$ cat src/rtl/pico_pkg.sv
// Shared encodings for the pico controller: opcodes, ALU function codes,
// instruction field positions and controller states.
package pico_pkg;

  typedef enum logic [3:0] {
    OP_NOP  = 4'd0,
    OP_ADD  = 4'd1,
    OP_ADDI = 4'd2,
    OP_SUB  = 4'd3,
    OP_SUBI = 4'd4,
    OP_MUL  = 4'd5,
    OP_MOV  = 4'd6,
    OP_BEQ  = 4'd7,
    OP_BNE  = 4'd8,
    OP_JMP  = 4'd9,
    OP_INSW = 4'd10,
    OP_OUT  = 4'd11,
    OP_HALT = 4'd15
  } opcode_e;

  typedef enum logic [2:0] {
    RA    = 3'd0,
    RADD  = 3'd1,
    RADDI = 3'd2,
    RSUB  = 3'd3,
    RSUBI = 3'd4,
    RMUL  = 3'd5
  } alu_func_e;

  localparam int unsigned OP_MSB  = 19;
  localparam int unsigned OP_LSB  = 16;
  localparam int unsigned RD_MSB  = 15;
  localparam int unsigned RD_LSB  = 13;
  localparam int unsigned RS_MSB  = 12;
  localparam int unsigned RS_LSB  = 10;
  localparam int unsigned IMM_MSB = 7;
  localparam int unsigned IMM_LSB = 0;

  typedef enum logic [1:0] {
    S_RUN,
    S_WAIT_PRESS,
    S_WAIT_RELEASE,
    S_HALTED
  } state_e;

endpackage

$ cat src/rtl/pico_sync2.sv
// Two-flop synchroniser for an asynchronous level input.
module sync2 (
  input  logic clk,
  input  logic n_reset,
  input  logic d,
  output logic q
);

  logic meta_q;
  logic sync_q;

  always_ff @(posedge clk or negedge n_reset) begin
    if (!n_reset) begin
      meta_q <= 1'b0;
      sync_q <= 1'b0;
    end else begin
      meta_q <= d;
      sync_q <= meta_q;
    end
  end

  assign q = sync_q;

endmodule

$ cat src/rtl/pico_ctrl.sv
// Pico processor control unit: instruction decode, program counter, Z flag
// and the INSW switch handshake.
module pico_ctrl
  import pico_pkg::*;
#(
  parameter int N  = 8,
  parameter int IW = 20
) (
  input  logic          clk,
  input  logic          n_reset,
  input  logic [IW-1:0] instr,
  input  logic          alu_flag,
  input  logic          sw_go,
  output logic [N-1:0]  pc,
  output logic [2:0]    alu_func,
  output logic [2:0]    rd_addr,
  output logic [2:0]    rs_addr,
  output logic [N-1:0]  imm,
  output logic          reg_we,
  output logic          in_sel,
  output logic          out_we,
  output logic          halted
);

  state_e        state_q, state_d;
  logic [N-1:0]  pc_q, pc_d;
  logic          flag_q, flag_d;
  logic          go_s;
  opcode_e       op;
  logic [N-1:0]  imm_w;
  logic [N-1:0]  pc_inc;
  logic          unused_instr;

  sync2 u_sync (
    .clk     (clk),
    .n_reset (n_reset),
    .d       (sw_go),
    .q       (go_s)
  );

  assign op           = opcode_e'(instr[OP_MSB:OP_LSB]);
  assign imm_w        = (N)'(instr[IMM_MSB:IMM_LSB]);
  assign pc_inc       = pc_q + {{(N-1){1'b0}}, 1'b1};
  assign unused_instr = ^instr;

  assign pc      = pc_q;
  assign imm     = imm_w;
  assign rd_addr = instr[RD_MSB:RD_LSB];
  assign rs_addr = instr[RS_MSB:RS_LSB];
  assign halted  = (state_q == S_HALTED);

  always_comb begin
    case (op)
      OP_ADD:  alu_func = RADD;
      OP_ADDI: alu_func = RADDI;
      OP_SUB:  alu_func = RSUB;
      OP_SUBI: alu_func = RSUBI;
      OP_MUL:  alu_func = RMUL;
      default: alu_func = RA;
    endcase
  end

  always_comb begin
    state_d = state_q;
    pc_d    = pc_q;
    flag_d  = flag_q;
    reg_we  = 1'b0;
    in_sel  = 1'b0;
    out_we  = 1'b0;
    case (state_q)
      S_RUN: begin
        case (op)
          OP_ADD, OP_ADDI, OP_SUB, OP_SUBI, OP_MUL: begin
            reg_we = 1'b1;
            flag_d = alu_flag;
            pc_d   = pc_inc;
          end
          OP_MOV: begin
            reg_we = 1'b1;
            pc_d   = pc_inc;
          end
          OP_BEQ:  pc_d = flag_q ? imm_w : pc_inc;
          OP_BNE:  pc_d = flag_q ? pc_inc : imm_w;
          OP_JMP:  pc_d = imm_w;
          OP_INSW: state_d = S_WAIT_PRESS;
          OP_OUT: begin
            out_we = 1'b1;
            pc_d   = pc_inc;
          end
          OP_HALT: state_d = S_HALTED;
          default: pc_d = pc_inc;
        endcase
      end
      // The switch value is written once on the press; pc only advances
      // after release so a held switch cannot feed several INSWs.
      S_WAIT_PRESS: begin
        if (go_s) begin
          reg_we  = 1'b1;
          in_sel  = 1'b1;
          state_d = S_WAIT_RELEASE;
        end
      end
      S_WAIT_RELEASE: begin
        if (!go_s) begin
          pc_d    = pc_inc;
          state_d = S_RUN;
        end
      end
      default: state_d = S_HALTED;
    endcase
  end

  always_ff @(posedge clk or negedge n_reset) begin
    if (!n_reset) begin
      state_q <= S_RUN;
      pc_q    <= '0;
      flag_q  <= 1'b0;
    end else begin
      state_q <= state_d;
      pc_q    <= pc_d;
      flag_q  <= flag_d;
    end
  end

endmodule

$ cat config.mk
export PLATFORM = sky130hd
export DESIGN_NAME = pico_ctrl
export DESIGN_NICKNAME = d
export VERILOG_FILES = /design/src/rtl/pico_pkg.sv /design/src/rtl/pico_sync2.sv /design/src/rtl/pico_ctrl.sv
export SDC_FILE = /design/constraint.sdc
export NUM_CORES = 1
export LEC_CHECK = 0
export ABC_CLOCK_PERIOD_IN_PS = 2550
export BUFFER_PORTS_ARGS = -buffer_cell sky130_fd_sc_hd__buf_4
export CORE_MARGIN = 2
export CORE_UTILIZATION = 45
export CTS_CLUSTER_DIAMETER = 60
export DETAILED_ROUTE_END_ITERATION = 10
export PLACE_DENSITY = 0.79
export SLEW_MARGIN = 5
export SYNTH_ARGS = -nofsm -noshare
export SYNTH_HDL_FRONTEND = slang
export SYNTH_SLANG_ARGS = --single-unit
$ cat constraint.sdc
create_clock -name clk -period 2.55 [get_ports clk]
set_clock_uncertainty 0.2 [all_clocks]
set_input_delay 0.6375 -clock clk [delete_from_list [all_inputs] [get_ports clk]]
set_output_delay 0.6375 -clock clk [all_outputs]
set_load 0.01 [all_outputs]
# Yosys cells after proc, flatten, opt, wreduce, memory -nomap -nowiden
# Cells that the tools add are included.
# classes
n_addsub	1
eq_ne	19
muxes	16
reduce_logical	8
# ops
op	count
case mux 8 bit (4 select lines)	1
two-way mux 8 bit	3
== test 4 bit (second input constant)	5
== test 4 x 3 -> 1 bit (second input constant)	4
case mux 8 bit (2 select lines)	1
case mux 3 bit (5 select lines)	1
adder 8 x 1 -> 8 bit (second input constant)	1
== test 4 x 2 -> 1 bit (second input constant)	2
case mux 2 bit (3 select lines)	1
AND reduction 3 bit	2
OR reduction 6 bit	1
two-way mux 1 bit	5
OR reduction 5 bit	1
== test 2 bit (second input constant)	2
== test 4 x 1 -> 1 bit (second input constant)	1
two-way mux 2 bit	2
inequality test 2 bit (second input constant)	2
case mux 2 bit (2 select lines)	1
inequality test 3 x 1 -> 1 bit (second input constant)	1
== test 2 x 1 -> 1 bit (second input constant)	1
logical NOT 2 bit	1
inequality test 2 x 1 -> 1 bit (second input constant)	1
case mux 1 bit (2 select lines)	1
AND reduction 2 bit	1
2 further kinds	2
# word_totals
register_bits	13
wordCells	49

# Longest topological paths before layout
# Gate-level depths: netlist of the first run.
# depth
ltp_word	4
ltp_mapped	7

# By module
# A second synthesis of the first run with hierarchy kept.
# unflattened
hier_cells	110
area_unflattened_um2	1049.8
# modules_own_cells
mod	n_inst	cells_each	area_each_um2	seq_area_each_um2
pico_ctrl	1	108	999.7	275.3
sync2	1	2	50.0	50.0

# Least setup slack after synthesis of the first run
# OpenSTA, ideal clock, no wires.
# synth_timing
kind	input to output
startpoint	in instr[17]
endpoint	out reg_we
arrival_ns	1.496
required_time_ns	1.712
path_slack_ns	0.217
cell_stages	4
path_buffers	1
path_cell_list	buf_6 > o311ai_0 > a31oi_1 > or2_2
# synth_via
elab_chain_cells	4
# synth_rtl
element	line_no	source
start: declaration	pico_ctrl.sv:11	input logic [IW-1:0] instr,
== test 4 x 1 -> 1 bit (tied with other cells)	pico_ctrl.sv:72	case (op)
OR reduction 6 bit (no line) *	--	
two-way mux 1 bit *	pico_ctrl.sv:72	
case mux 1 bit (2 select lines) *	pico_ctrl.sv:70	case (state_q)
end: declaration	pico_ctrl.sv:19	output logic reg_we,
# Every way passes the cells marked *; elsewhere a longest branch is shown, timed or not.

# Worst setup path in the final report of the first run
# Ends and elaborated chain as after synthesis.

==> results of run 1 <==
## placed cells by master, fill, tap and decap left out, types with 2 or more instances in the layout
master    synthesis  final
dfrtp_1          13     13
a221o_1           2      2
o21ai_0           5      5
and3_1            5      5
mux2i_1           8      8
ha_1              5      4
and2_1            3      3
clkbuf_4          0      3
nand2_1           5      5
and3_2            2      2
buf_4            14     42
a22oi_2           6      6
o21ai_1           2      2
nor2b_1           2      2
nand3_1           4      4
nor2_1            4      4
inv_1            11     11
## routing by layer
metal	track usage, %	up-vias
li1	-	442
met1	21.2	449
met2	31.5	25
met3	3.43	2
met4	4.27	0
met5	0	-
## final cells by class
cell class	instances	area, µm²	share of cell area, %
multi-input cells	69	551	41.6
repair buffers	44	345	26.1
flip-flops and latches	13	325	24.6
inverters	11	41.3	3.12
well taps	28	35.0	2.65
clock buffers	4	26.3	1.98
## kinds of logic (layout without fill, tap and decap cells)
group	Yosys count	in the layout	synth area share, %
AOI/OAI and AO/OA	22	22	18.8
adders and majority gates	5	5	5.91
DFF	13	13	30.7
buffers and inverters	29	59	17.5
muxes	10	10	9.69
and+or+nand+nor	31	31	16.5
xor gates and xnor gates	1	1	0.828
## repair_timing
item | in CTS | in global routing
gates resized for setup | 0 | 2
hold buffers | 1 | 0
endpoints found under the hold margin | 13 | 0
endpoints found under the setup margin | 0 | 1
## worst max-delay path, cell delays in order
cell and delay (ns):
buf_4 0.11, o311ai_1 0.36, a31oi_1 0.07, or2_2 0.28
buf_4 0.14
## sequential cells by signal (all words and copies together), names as in the netlist
signal / count
u_sync.q: 1
flag_q: 1
state_q: 2
u_sync.meta_q: 1
pc: 8
## power groups by stage
stage | Clock (mW) | Sequential, mW | Combinational, mW
2_1_floorplan | 0 | 0.221 | 0.0507
3_3_place_gp | 0 | 0.220 | 0.0803
3_5_place_dp | 0 | 0.220 | 0.0824
4_1_cts | 0.130 | 0.216 | 0.0837
5_1_grt | 0.141 | 0.217 | 0.0894
6_report | 0.127 | 0.216 | 0.0827
## path summary, 6_finish.rpt
kind | endpoint | depth (start not counted)
max in group asynchronous | pc[3]$_DFFE_PN0P_ | 2
max | reg_we | 5
min reg2reg | u_sync.q$_DFF_PN0_ | 0
min in group asynchronous | pc[4]$_DFFE_PN0P_ | 2
max reg2reg | pc[3]$_DFFE_PN0P_ | 7
min | u_sync.q$_DFF_PN0_ | 0
## through the flow
stage	area (µm²)	cells	worst slack (ns)	util, %	hold slack, ns
detailed placement	1280	164	0.0371	58.1	0.136
CTS	1320	169	0.0327	59.7	0.167
finish	1320	169	0.103	59.8	0.163
floorplan	1060	111	0.217	-	0.131
global route	1320	169	0.0731	59.8	0.181
global placement	1280	164	0.0504	58.1	0.133
==> run metrics, run 1 <==
DR pass1 iterations 4; Post-Syn Area 1060 µm²; Filler Cell Count 201; GR Overflow Total 0; met3 routed WL 116 µm; fmax 0.409 GHz; number of synthesized flops with an enable pin 0; clock slew at reported path FFs 0.08 ns; register area share after synthesis 30.7%; post-synth top area cell dfrtp_1; commonest cells in the netlist buf_4, dfrtp_1, inv_1, mux2i_1, a22oi_2; Critical Path Source Type input pin; critical path class in -> out; Hold Vio Cnt, Final 0; Crit path arrival time 1.61 ns; Top Metal Used met4; top-count cell post-synth buf_4; Avg WL per Cell 13.5 µm; status completed; Critical Path Sink Type output pin; buffer count from post-CTS setup fixing 0; DRC viols 0; worst path required time 1.71 ns; Pins Over Slew Limit 0; Mapped Nets 140; hold path start u_sync.meta_q$_DFF_PN0_; Avg Inst Size Synth 9.54 µm²; largest cells by area after synthesis dfrtp_1, buf_4, mux2i_1, a22oi_2, ha_1; Starting Density 47.9%; Crit. Startpoint instr[17]; worst vdd ir 299 µV; Worst R2R Start state_q[0]$_DFFE_PN0P_; Max-Cap Viols 0; Psw 0.110 mW; # diodes 0; setup TNS 0 ns; row count 17; die height 52.5 µm; setup violators final 0; Vias 918; ys async rst share 100%; drt via density 5.43; Reg2Reg Setup Slack 0.39 ns; Synth top area share 30.7%; Post-DRT Antenna Nets 0; Die Width 52.5 µm; sw frac 25.7%; Int Power 0.317 mW; WL final 2280 µm; Yosys warnings 0; Comb power frac 19.4%; IO Port Bufs 38; Clk pwr share 29.8%; wl on met1 897 µm; wire length on met2 1250 µm; # nets final 171; Syn Inst Count 111; Seq pwr share 50.8%; Synth cell types 33; slew of the pin with the lowest slew margin 0.350 ns; PwrDens 322 nW/µm²; hold crit path type reg -> reg; Rel. slew slack 76.3%; CTS Root Cell clkbuf_4; RSZ-0062 raised after global routing no; CTS tree done; H-Tree Depth 1; area delta synth->final 25.1%; period utilization 96.0%; CTS Buf Count 3; hpwl dp 1840 µm; Placer Congestion 0.839; flop and latch count out of synthesis 13; Longest Clk Path Bufs 2; I/O Pins 53; clock latency on the worst-skew pair 0.27 ns; Iteration-0 DRC Markers 13; Die ar. 2760 µm²; largest net degree at the start of global routing 16; Pleak 0.642 nW; core area 2210 µm²; total clock sinks 13; Tot Pwr 0.426 mW; Total Routing Usage GR 17.5%; initial antenna violation count 0; Final min period 2.45 ns; crit-path max FO 2; vias in the first global route 838; ys flop type dfrtp_1; share of cells above drive strength 1 42.6%; first-pass GRT wire length 3580 µm
(Power assumes the default switching activity.)
==> run 2, diff against run 1 <==
--- a/config.mk
+++ b/config.mk
@@ -11,6 +11,7 @@
 export CORE_UTILIZATION = 45
 export CTS_CLUSTER_DIAMETER = 60
 export DETAILED_ROUTE_END_ITERATION = 10
+export GPL_TIMING_DRIVEN = 0
 export PLACE_DENSITY = 0.79
 export SLEW_MARGIN = 5
 export SYNTH_ARGS = -nofsm -noshare
==> run 2 against run 1 <==
  * Combinational power increased by 29%
  * Via count increased by 5.8%
  * Final cell count increased by 10%
  * Critical path depth unchanged
  * Sequential power about the same
  * Largest power group unchanged
==> run metrics, run 2 (synthesis gave the netlist of run 1 again) <==
Hold Vio Cnt, Final 0 (unchanged); worst path required time 1.71 ns (about the same); Hold Slack 0.166 ns (+0.00241 ns); Filler Cell Count 198 (-1.5%); total clock sinks 13 (unchanged); Iteration-0 DRC Markers 29 (+16); # diodes 0 (unchanged); Critical Path Source Type input pin; Pins Over Slew Limit 0 (unchanged); core area 2210 µm² (unchanged); Avg WL per Cell 12.6 µm (-6.1%); Vias 971 (+5.8%); die height 52.5 µm (unchanged); Critical Path Sink Type output pin; final non-filler cell total 186 (+10%); period utilization 95.8% (-0.17 points); row count 17 (unchanged); Post-DRT Antenna Nets 0 (unchanged); H-Tree Depth 1 (unchanged); Max-Cap Viols 0 (unchanged); Rel. slew slack 72.3% (-4.0 points); Starting Density 47.9% (unchanged); most common cell after layout, fill and taps aside buf_4; vias in the first global route 868 (+3.6%); drt via density 5.22 (-3.9%); clock latency on the worst-skew pair 0.27 ns (about the same); IO Port Bufs 42 (+11%); placed cell area 1410 µm² (+9.6%); Die Width 52.5 µm (unchanged); RSZ-0062 raised after global routing no; DR pass1 iterations 4 (unchanged); worst vdd ir 325 µV (+8.4%); CTS Root Cell clkbuf_4; fmax 0.409 GHz (+0.17%); hpwl dp 1870 µm (+1.5%); status completed; delay-heaviest family, CP compound AO/OA/AOI/OAI gates; Crit path arrival time 1.61 ns (about the same); setup TNS 0 ns (unchanged); crit-path max FO 7 (+5); largest net degree at the start of global routing 14 (-2); Pleak 0.723 nW (+13%); CP Cell Sequence buf_4, o311ai_1, a31oi_1, or2_2, buf_4; worst setup margin 0.107 ns (+0.00422 ns); max reg flops 8 (unchanged); CTS Buf Count 3 (unchanged); area delta synth->final 38.1%; initial antenna violation count 0 (unchanged); PwrDens 312 nW/µm² (-3.2%); hold crit path type reg -> reg; CTS tree done; Max stage delay on crit path 0.34 ns (-0.02 ns); CP max stage cell o311ai_1; slew of the pin with the lowest slew margin 0.416 ns (+0.0660 ns); post-route cell area 1460 µm² (+10%); WL final 2350 µm (+3.3%); Final min period 2.44 ns (-0.00422 ns); Longest Clk Path Bufs 2 (unchanged); DRC viols 0 (unchanged); # nets final 188 (+9.9%); setup violators final 0 (unchanged); clock slew at reported path FFs 0.08 ns (about the same); Worst Path Buf+Inv 2 (unchanged); I/O Pins 53 (unchanged); Tot Pwr 0.456 mW (+6.9%); Setup WS pre-CTS 0.0248 ns (-0.0123 ns); Total Routing Usage GR 17.8% (+0.27 points); share of cells above drive strength 1 49.4% (+6.8 points); Placer Congestion 0.832 (-0.85%); Die ar. 2760 µm² (unchanged); critical path class in -> out; first-pass GRT wire length 3640 µm (+1.5%); CP dominant cell by count buf_4; most frequent cells in the layout buf_4, dfrtp_1, inv_1, mux2i_1, a22oi_2; post-layout util 66.1% (+6.2 points); GR Overflow Total 0 (unchanged); placed cell count 181 (+10%)
[run 2: changes by cell type in the layout (fill, tap and decap cells not counted)]
cell     previous run  this run
buf_12              1         0
buf_2               0         1
buf_4              42        56
buf_6               0         3
ha_1                4         3
ha_2                1         2
o32ai_2             1         0
o32ai_4             0         1
[run 2: layout make-up]
| class | instances | area (µm²) | share of cell area [%] |
|---|---|---|---|
| multi-input cells | 69 | 564 | 38.6 |
| inverters | 11 | 41.3 | 2.83 |
| repair buffers | 43 | 325 | 22.3 |
| clock buffers | 4 | 26.3 | 1.80 |
| flip-flops and latches | 13 | 325 | 22.3 |
| plain buffers | 18 | 144 | 9.85 |
| well taps | 28 | 35.0 | 2.40 |
[run 2: worst paths after layout]
kind / from / endpoint / slack, ns / cells past startpoint
max: instr[16] / reg_we / 0.11 / 5
min: u_sync.meta_q$_DFF_PN0_ / u_sync.q$_DFF_PN0_ / 0.17 / 0
max reg2reg: state_q[0]$_DFFE_PN0P_ / pc[1]$_DFFE_PN0P_ / 0.22 / 7
min reg2reg: u_sync.meta_q$_DFF_PN0_ / u_sync.q$_DFF_PN0_ / 0.17 / 0
max in group asynchronous: n_reset / state_q[0]$_DFFE_PN0P_ / 1.42 / 2
min in group asynchronous: n_reset / pc[0]$_DFFE_PN0P_ / 0.57 / 2
[run 2: metal layers]
metal	wire length, µm	vias up	global-route usage, %
li1	-	478	-
met1	993	458	21.6
met2	1230	33	32.7
met3	110	2	2.57
met4	14	0	3.85
met5	0	-	0
[run 2: report_power, final]
group          internal (mW)  switching, mW  total, mW
sequential             0.211        0.00560      0.217
combinational         0.0626         0.0444      0.107
clock                 0.0606         0.0713      0.132
total                  0.334          0.121      0.456
[run 2: repair_timing]
item / CTS / global route
setup endpoints to repair: 0 / 6
gates resized for setup: 0 / 4
setup buffers: 0 / 0
hold buffers: 1 / 0
endpoints found under the hold margin: 13 / 0
